--- src/rtl/tx_eight_ten.sv ---
// tx_eight_ten: UART transmit framer. Accepts bytes on a valid/ready
// handshake and sends each one as a 10-bit frame on tx_out: a start bit (0),
// eight data bits LSB first, then a stop bit (1). Each bit lasts baud_l
// clk cycles. One byte can wait in a holding buffer while a frame is on the
// line, so consecutive frames can go out with no idle gap between them.
//
// Ports:
//   clk          system clock; every state update is on the rising edge
//   rst          synchronous reset, active low
//   baud         bit period in clk cycles (0 is treated as 1), latched at
//                each frame start
//   tx_en        transmitter enable
//   tx_valid     upstream is offering tx_data
//   tx_data      byte to send
//   tx_ready     a byte is accepted this cycle (combinational)
//   tx_out       serial line, registered; high when idle
//   tx_busy      a frame is in progress, registered
//   bit_cnt_out  current frame bit: 0 start, 1-8 data, 9 stop; 0 when idle
module tx_eight_ten #(
    parameter int unsigned BAUD_W = 20
) (
    input  logic              clk,
    input  logic              rst,
    input  logic [BAUD_W-1:0] baud,
    input  logic              tx_en,
    input  logic              tx_valid,
    input  logic [7:0]        tx_data,
    output logic              tx_ready,
    output logic              tx_out,
    output logic              tx_busy,
    output logic [3:0]        bit_cnt_out
);

    typedef enum logic [1:0] {
        IDLE  = 2'd0,
        START = 2'd1,
        DATA  = 2'd2,
        STOP  = 2'd3
    } state_e;

    state_e            state_q, state_d;
    logic [7:0]        hold_q, hold_d;
    logic              hold_full_q, hold_full_d;
    logic [7:0]        shift_q, shift_d;
    logic [3:0]        bit_cnt_q, bit_cnt_d;
    logic [BAUD_W-1:0] per_q, per_d;
    logic [BAUD_W-1:0] baud_l_q, baud_l_d;
    logic              tx_out_q, tx_out_d;
    logic              busy_q, busy_d;

    logic              accept;
    logic              per_wrap;
    logic              start_frame;
    logic [BAUD_W-1:0] baud_eff;

    // Accept only with a free holding slot; forced low while reset is asserted.
    assign tx_ready = rst & tx_en & ~hold_full_q;
    assign accept   = tx_valid & tx_ready;
    assign baud_eff = (baud == '0) ? BAUD_W'(1) : baud;
    assign per_wrap = (per_q == (baud_l_q - BAUD_W'(1)));

    // Next-state, datapath and registered-output logic.
    always_comb begin
        state_d     = state_q;
        hold_d      = hold_q;
        hold_full_d = hold_full_q;
        shift_d     = shift_q;
        bit_cnt_d   = bit_cnt_q;
        per_d       = per_q;
        baud_l_d    = baud_l_q;
        tx_out_d    = tx_out_q;
        busy_d      = busy_q;
        start_frame = 1'b0;

        // A byte accepted while a frame is running goes into the holding slot.
        if ((state_q != IDLE) && accept) begin
            hold_d      = tx_data;
            hold_full_d = 1'b1;
        end

        if (state_q == IDLE) begin
            // accept implies an empty holding slot, so the two are exclusive.
            if (accept) begin
                shift_d     = tx_data;
                start_frame = 1'b1;
            end else if (hold_full_q && tx_en) begin
                shift_d     = hold_q;
                hold_full_d = 1'b0;
                start_frame = 1'b1;
            end
        end else begin
            per_d = per_wrap ? '0 : (per_q + BAUD_W'(1));
            if (per_wrap) begin
                if (state_q == START) begin
                    state_d   = DATA;
                    tx_out_d  = shift_q[0];
                    shift_d   = {1'b0, shift_q[7:1]};
                    bit_cnt_d = 4'd1;
                end else if (state_q == DATA) begin
                    if (bit_cnt_q == 4'd8) begin
                        state_d   = STOP;
                        tx_out_d  = 1'b1;
                        bit_cnt_d = 4'd9;
                    end else begin
                        tx_out_d  = shift_q[0];
                        shift_d   = {1'b0, shift_q[7:1]};
                        bit_cnt_d = 4'(bit_cnt_q + 4'd1);
                    end
                end else begin
                    // End of stop bit: chain straight into a held byte if allowed.
                    if (hold_full_q && tx_en) begin
                        shift_d     = hold_q;
                        hold_full_d = 1'b0;
                        start_frame = 1'b1;
                    end else begin
                        state_d   = IDLE;
                        tx_out_d  = 1'b1;
                        busy_d    = 1'b0;
                        bit_cnt_d = 4'd0;
                    end
                end
            end
        end

        // Frame start: latch the bit period and drive the start bit next cycle.
        if (start_frame) begin
            state_d   = START;
            baud_l_d  = baud_eff;
            per_d     = '0;
            tx_out_d  = 1'b0;
            busy_d    = 1'b1;
            bit_cnt_d = 4'd0;
        end
    end

    // State and datapath registers with synchronous active-low reset.
    always_ff @(posedge clk) begin
        if (!rst) begin
            state_q     <= IDLE;
            hold_q      <= 8'd0;
            hold_full_q <= 1'b0;
            shift_q     <= 8'd0;
            bit_cnt_q   <= 4'd0;
            per_q       <= '0;
            baud_l_q    <= '0;
            tx_out_q    <= 1'b1;
            busy_q      <= 1'b0;
        end else begin
            state_q     <= state_d;
            hold_q      <= hold_d;
            hold_full_q <= hold_full_d;
            shift_q     <= shift_d;
            bit_cnt_q   <= bit_cnt_d;
            per_q       <= per_d;
            baud_l_q    <= baud_l_d;
            tx_out_q    <= tx_out_d;
            busy_q      <= busy_d;
        end
    end

    assign tx_out      = tx_out_q;
    assign tx_busy     = busy_q;
    assign bit_cnt_out = bit_cnt_q;

endmodule

--- config.mk ---
export PLATFORM = sky130hd
export DESIGN_NAME = tx_eight_ten
export DESIGN_NICKNAME = d
export VERILOG_FILES = /design/src/rtl/tx_eight_ten.sv
export SDC_FILE = /design/constraint.sdc
export NUM_CORES = 1
export LEC_CHECK = 0
export ABC_CLOCK_PERIOD_IN_PS = 5600
export CAP_MARGIN = 10
export CELL_PAD_IN_SITES_DETAIL_PLACEMENT = 2
export CELL_PAD_IN_SITES_GLOBAL_PLACEMENT = 2
export CORE_ASPECT_RATIO = 0.5
export CORE_MARGIN = 4
export CORE_UTILIZATION = 37
export DETAILED_ROUTE_END_ITERATION = 10
export PLACE_DENSITY = 0.95
export SKIP_LAST_GASP = 1
export SYNTH_ARGS = -nofsm -noshare
export SYNTH_HDL_FRONTEND = slang
export SYNTH_SLANG_ARGS = --single-unit
export TNS_END_PERCENT = 30
--- constraint.sdc ---
create_clock -name clk -period 5.6 [get_ports clk]
set_clock_uncertainty 0.15 [all_clocks]
set_input_delay 1.12 -clock clk [delete_from_list [all_inputs] [get_ports clk]]
set_output_delay 1.12 -clock clk [all_outputs]
set_load 0.02 [all_outputs]
==> results.py <==
metrics = {
    "run_status": {
        "outcome": "finished, final reports clean",
    },
    "routing": {
        "firstDrtPassIters": 5,
        "wl_met1_um": 7470,
        "drt_iter0_markers": 407,
        "wl_met3_um": 1180,
        "top_layer": "met4",
        "ant_nets": 0,
        "vias": 4437,
        "drc": 0,
        "wl_per_cell_um": 27.2,
        "vias_per_cell": 6.51,
        "routed_wl_um": 18600,
        "wl_met2_um": 9180,
    },
    "critical_path": {
        "crit_type": "reg2reg",
        "worst_setup_path_end_kind": "flip-flop",
        "cp.arrival_ns": 4.38,
        "worstPathRequired_ns": 5.62,
        "cp_max_fo": 26,
        "cp-start-kind": "flip-flop",
    },
    "placed_design": {
        "portBuffers": 38,
        "place_inst": 666,
        "pre_cts_ws_ns": 1.54,
        "finalWeightedCongestion": 0.823,
        "dpl.hpwl_um": 11500,
    },
    "logic_synthesis": {
        "synth.avg_cell_area_sq_um": 8.10,
        "synthAdderAreaFrac": 0.0212,
        "ys_seq_area_frac": 0.314,
        "synth-edff-count": 0,
        "ys_ff_latch": 65,
        "yosys_warnings": 0,
        "yosysUniqueCellTypes": 63,
        "netlist_instances": 511,
        "netlist_area_sq_mm": 0.00414,
        "synth_xor_area_frac": 0.0846,
        "synthSimpleGateAreaFrac": 0.279,
        "synthMuxAreaShare": 0.0895,
        "synth_top_family_by_area": "simple AND/OR/NAND/NOR gates",
        "synth.net_count": 550,
        "synth_flop_cell": "dfxtp_1",
        "async_flop_share": 0,
        "synth_compound_area_frac": 0.170,
    },
    "global_route": {
        "overflow": 0,
        "antenna_found_initial": 0,
        "track_usage": 0.286,
        "grt_pass1_vias": 4830,
        "grt_pass1_wl_um": 28900,
        "grt_max_degree": 70,
    },
    "layout": {
        "seq_area_sq_mm": 0.00130,
        "fillerInstances": 1180,
        "utilization": 0.465,
        "n_antenna_cell": 0,
        "areaGrowthSynthToFinish_pct": 18.4,
        "drive_gt1_frac": 0.0646,
        "fin_cells": 682,
        "multiInputGateArea_sq_mm": 0.00267,
        "nets": 577,
    },
    "clock_network": {
        "clock_path_buffers": 2,
        "cts_setup_buffers": 0,
        "clockRootBuffer": "clkbuf_16",
        "clock-sinks": 65,
        "cts_tree": "built",
        "clk_pin_slew_ns": 0.06,
        "cts_resized": 0,
        "h-tree-depth": 3,
        "cts_hold_buf": 0,
        "clkLatencyLatePin_ns": 0.35,
        "cts_buffers": 9,
    },
    "floorplanning": {
        "core-area_sq_mm": 0.0105,
        "die_h_um": 82.8,
        "boundaryPins": 39,
        "initial_core_util": 0.393,
        "fp.dieW_um": 158,
        "floorplan.rows": 26,
        "dieArea_sq_mm": 0.0130,
    },
    "timing": {
        "rsz0062_at_grt": "false",
        "slew_headroom": 0.182,
        "max_freq_mhz": 229,
        "fin_crit_sh": 0.778,
        "final.setup.worst_slack_ns": 1.24,
        "setup-violations-final": 0,
        "slew_violations": 0,
        "worst_pin_slew_ns": 1.22,
        "finalCriticalPeriod_ns": 4.36,
        "hold_viol": 0,
        "whs_ns": 0.331,
        "tns_ns": 0,
    },
    "power": {
        "power_density_mw_per_mm2": 291,
        "p_leak_nw": 2.00,
        "ir_worst_vdd_mv": 0.161,
    },
    "job": {
        "cap_violations": 0,
    },
    "worst_hold_path": {
        "hold_class": "reg2reg",
    },
}
## power breakdown
group          internal, mW  total (mW)  switching [mW]
sequential            0.480       0.506          0.0261
combinational         0.115       0.327           0.211
clock                 0.365       0.592           0.227
## registers in the layout (all words and copies together), names as in the netlist
name	flops
baud_l_q	20
bit_cnt_out	4
hold_full_q	1
hold_q	8
per_q	20
shift_q	8
state_q	2
tx_busy	1
tx_out	1
## cells in the final DEF, fill, tap and decap left out, types with 7 or more instances in the layout
cell / n
a21boi_0: 8
a21oi_1: 21
and3_1: 8
clkbuf_16: 9
clkdlybuf4s50_1: 37
dfxtp_1: 65
ha_1: 7
inv_1: 10
mux2i_1: 37
nand2_1: 92
nand3_1: 17
nand4_1: 11
nor2_1: 27
nor3_1: 24
nor4_1: 8
o211ai_1: 12
o21ai_0: 21
xnor2_1: 16
xor2_1: 24
## Yosys cell counts, types with 7 or more instances
master	n	area (sq um)
nand2_1	92	345
nand3_1	17	85.1
o211ai_1	12	90.1
clkbuf_1	18	67.6
xor2_1	24	210
nor4_1	8	50.1
mux2i_1	37	370
and3_1	8	50.1
nor3_1	24	120
dfxtp_1	65	1300
ha_1	7	87.6
a21boi_0	8	60.1
a21oi_1	21	105
nand4_1	11	68.8
nor2_1	27	101
xnor2_1	16	140
inv_1	10	37.5
o21ai_0	21	105
## kinds of logic after synthesis
group           Yosys count
compound gates           98
buf+inv                  38
xor+xnor                 40
flops                    65
simple gates            226
mux                      37
fa+ha+maj                 7
## metrics by stage
step	instance area (sq um)	power [mW]
final	4900	1.42
after global routing	4900	1.47
after CTS	4890	1.42
after detailed placement	4590	0.813
after global placement	4590	0.784
after floorplan	4140	0.706
## worst max-delay path: stages (launching register included)
cell and delay [ns]:
dfxtp_1 0.39, inv_1 0.12, ha_1 0.32, nor3b_1 0.57, and4b_1 0.41, and3_1 0.24, o22a_1 0.16, nand3_1 0.43
o311ai_4 1.19, nor3_1 0.18
## final timing paths
check / start / to / slack, ns / cells after the start
worst max-delay path: baud_l_q[1] / per_q[7] / 1.24 / 9
worst min-delay path: hold_q[2] / hold_q[2] / 0.33 / 2
worst max register to register: baud_l_q[1] / per_q[7] / 1.24 / 9
worst min register to register: hold_q[2] / hold_q[2] / 0.33 / 2
## layout make-up
cell class                      count  area share
Clock inverter                      3     0.00817
Tap cell                          140      0.0357
Timing Repair Buffer               44      0.0865
Inverter                           10     0.00766
Clock buffer                       12      0.0523
Sequential cell                    65       0.265
Multi-Input combinational cell    408       0.544
## per-layer routing
layer,global-route usage,up-vias
met5,0,-
met4,0.127,0
met3,0.0768,84
met2,0.483,214
met1,0.339,2233
li1,-,1906
No activity file was read; power rests on OpenSTA's default activity.
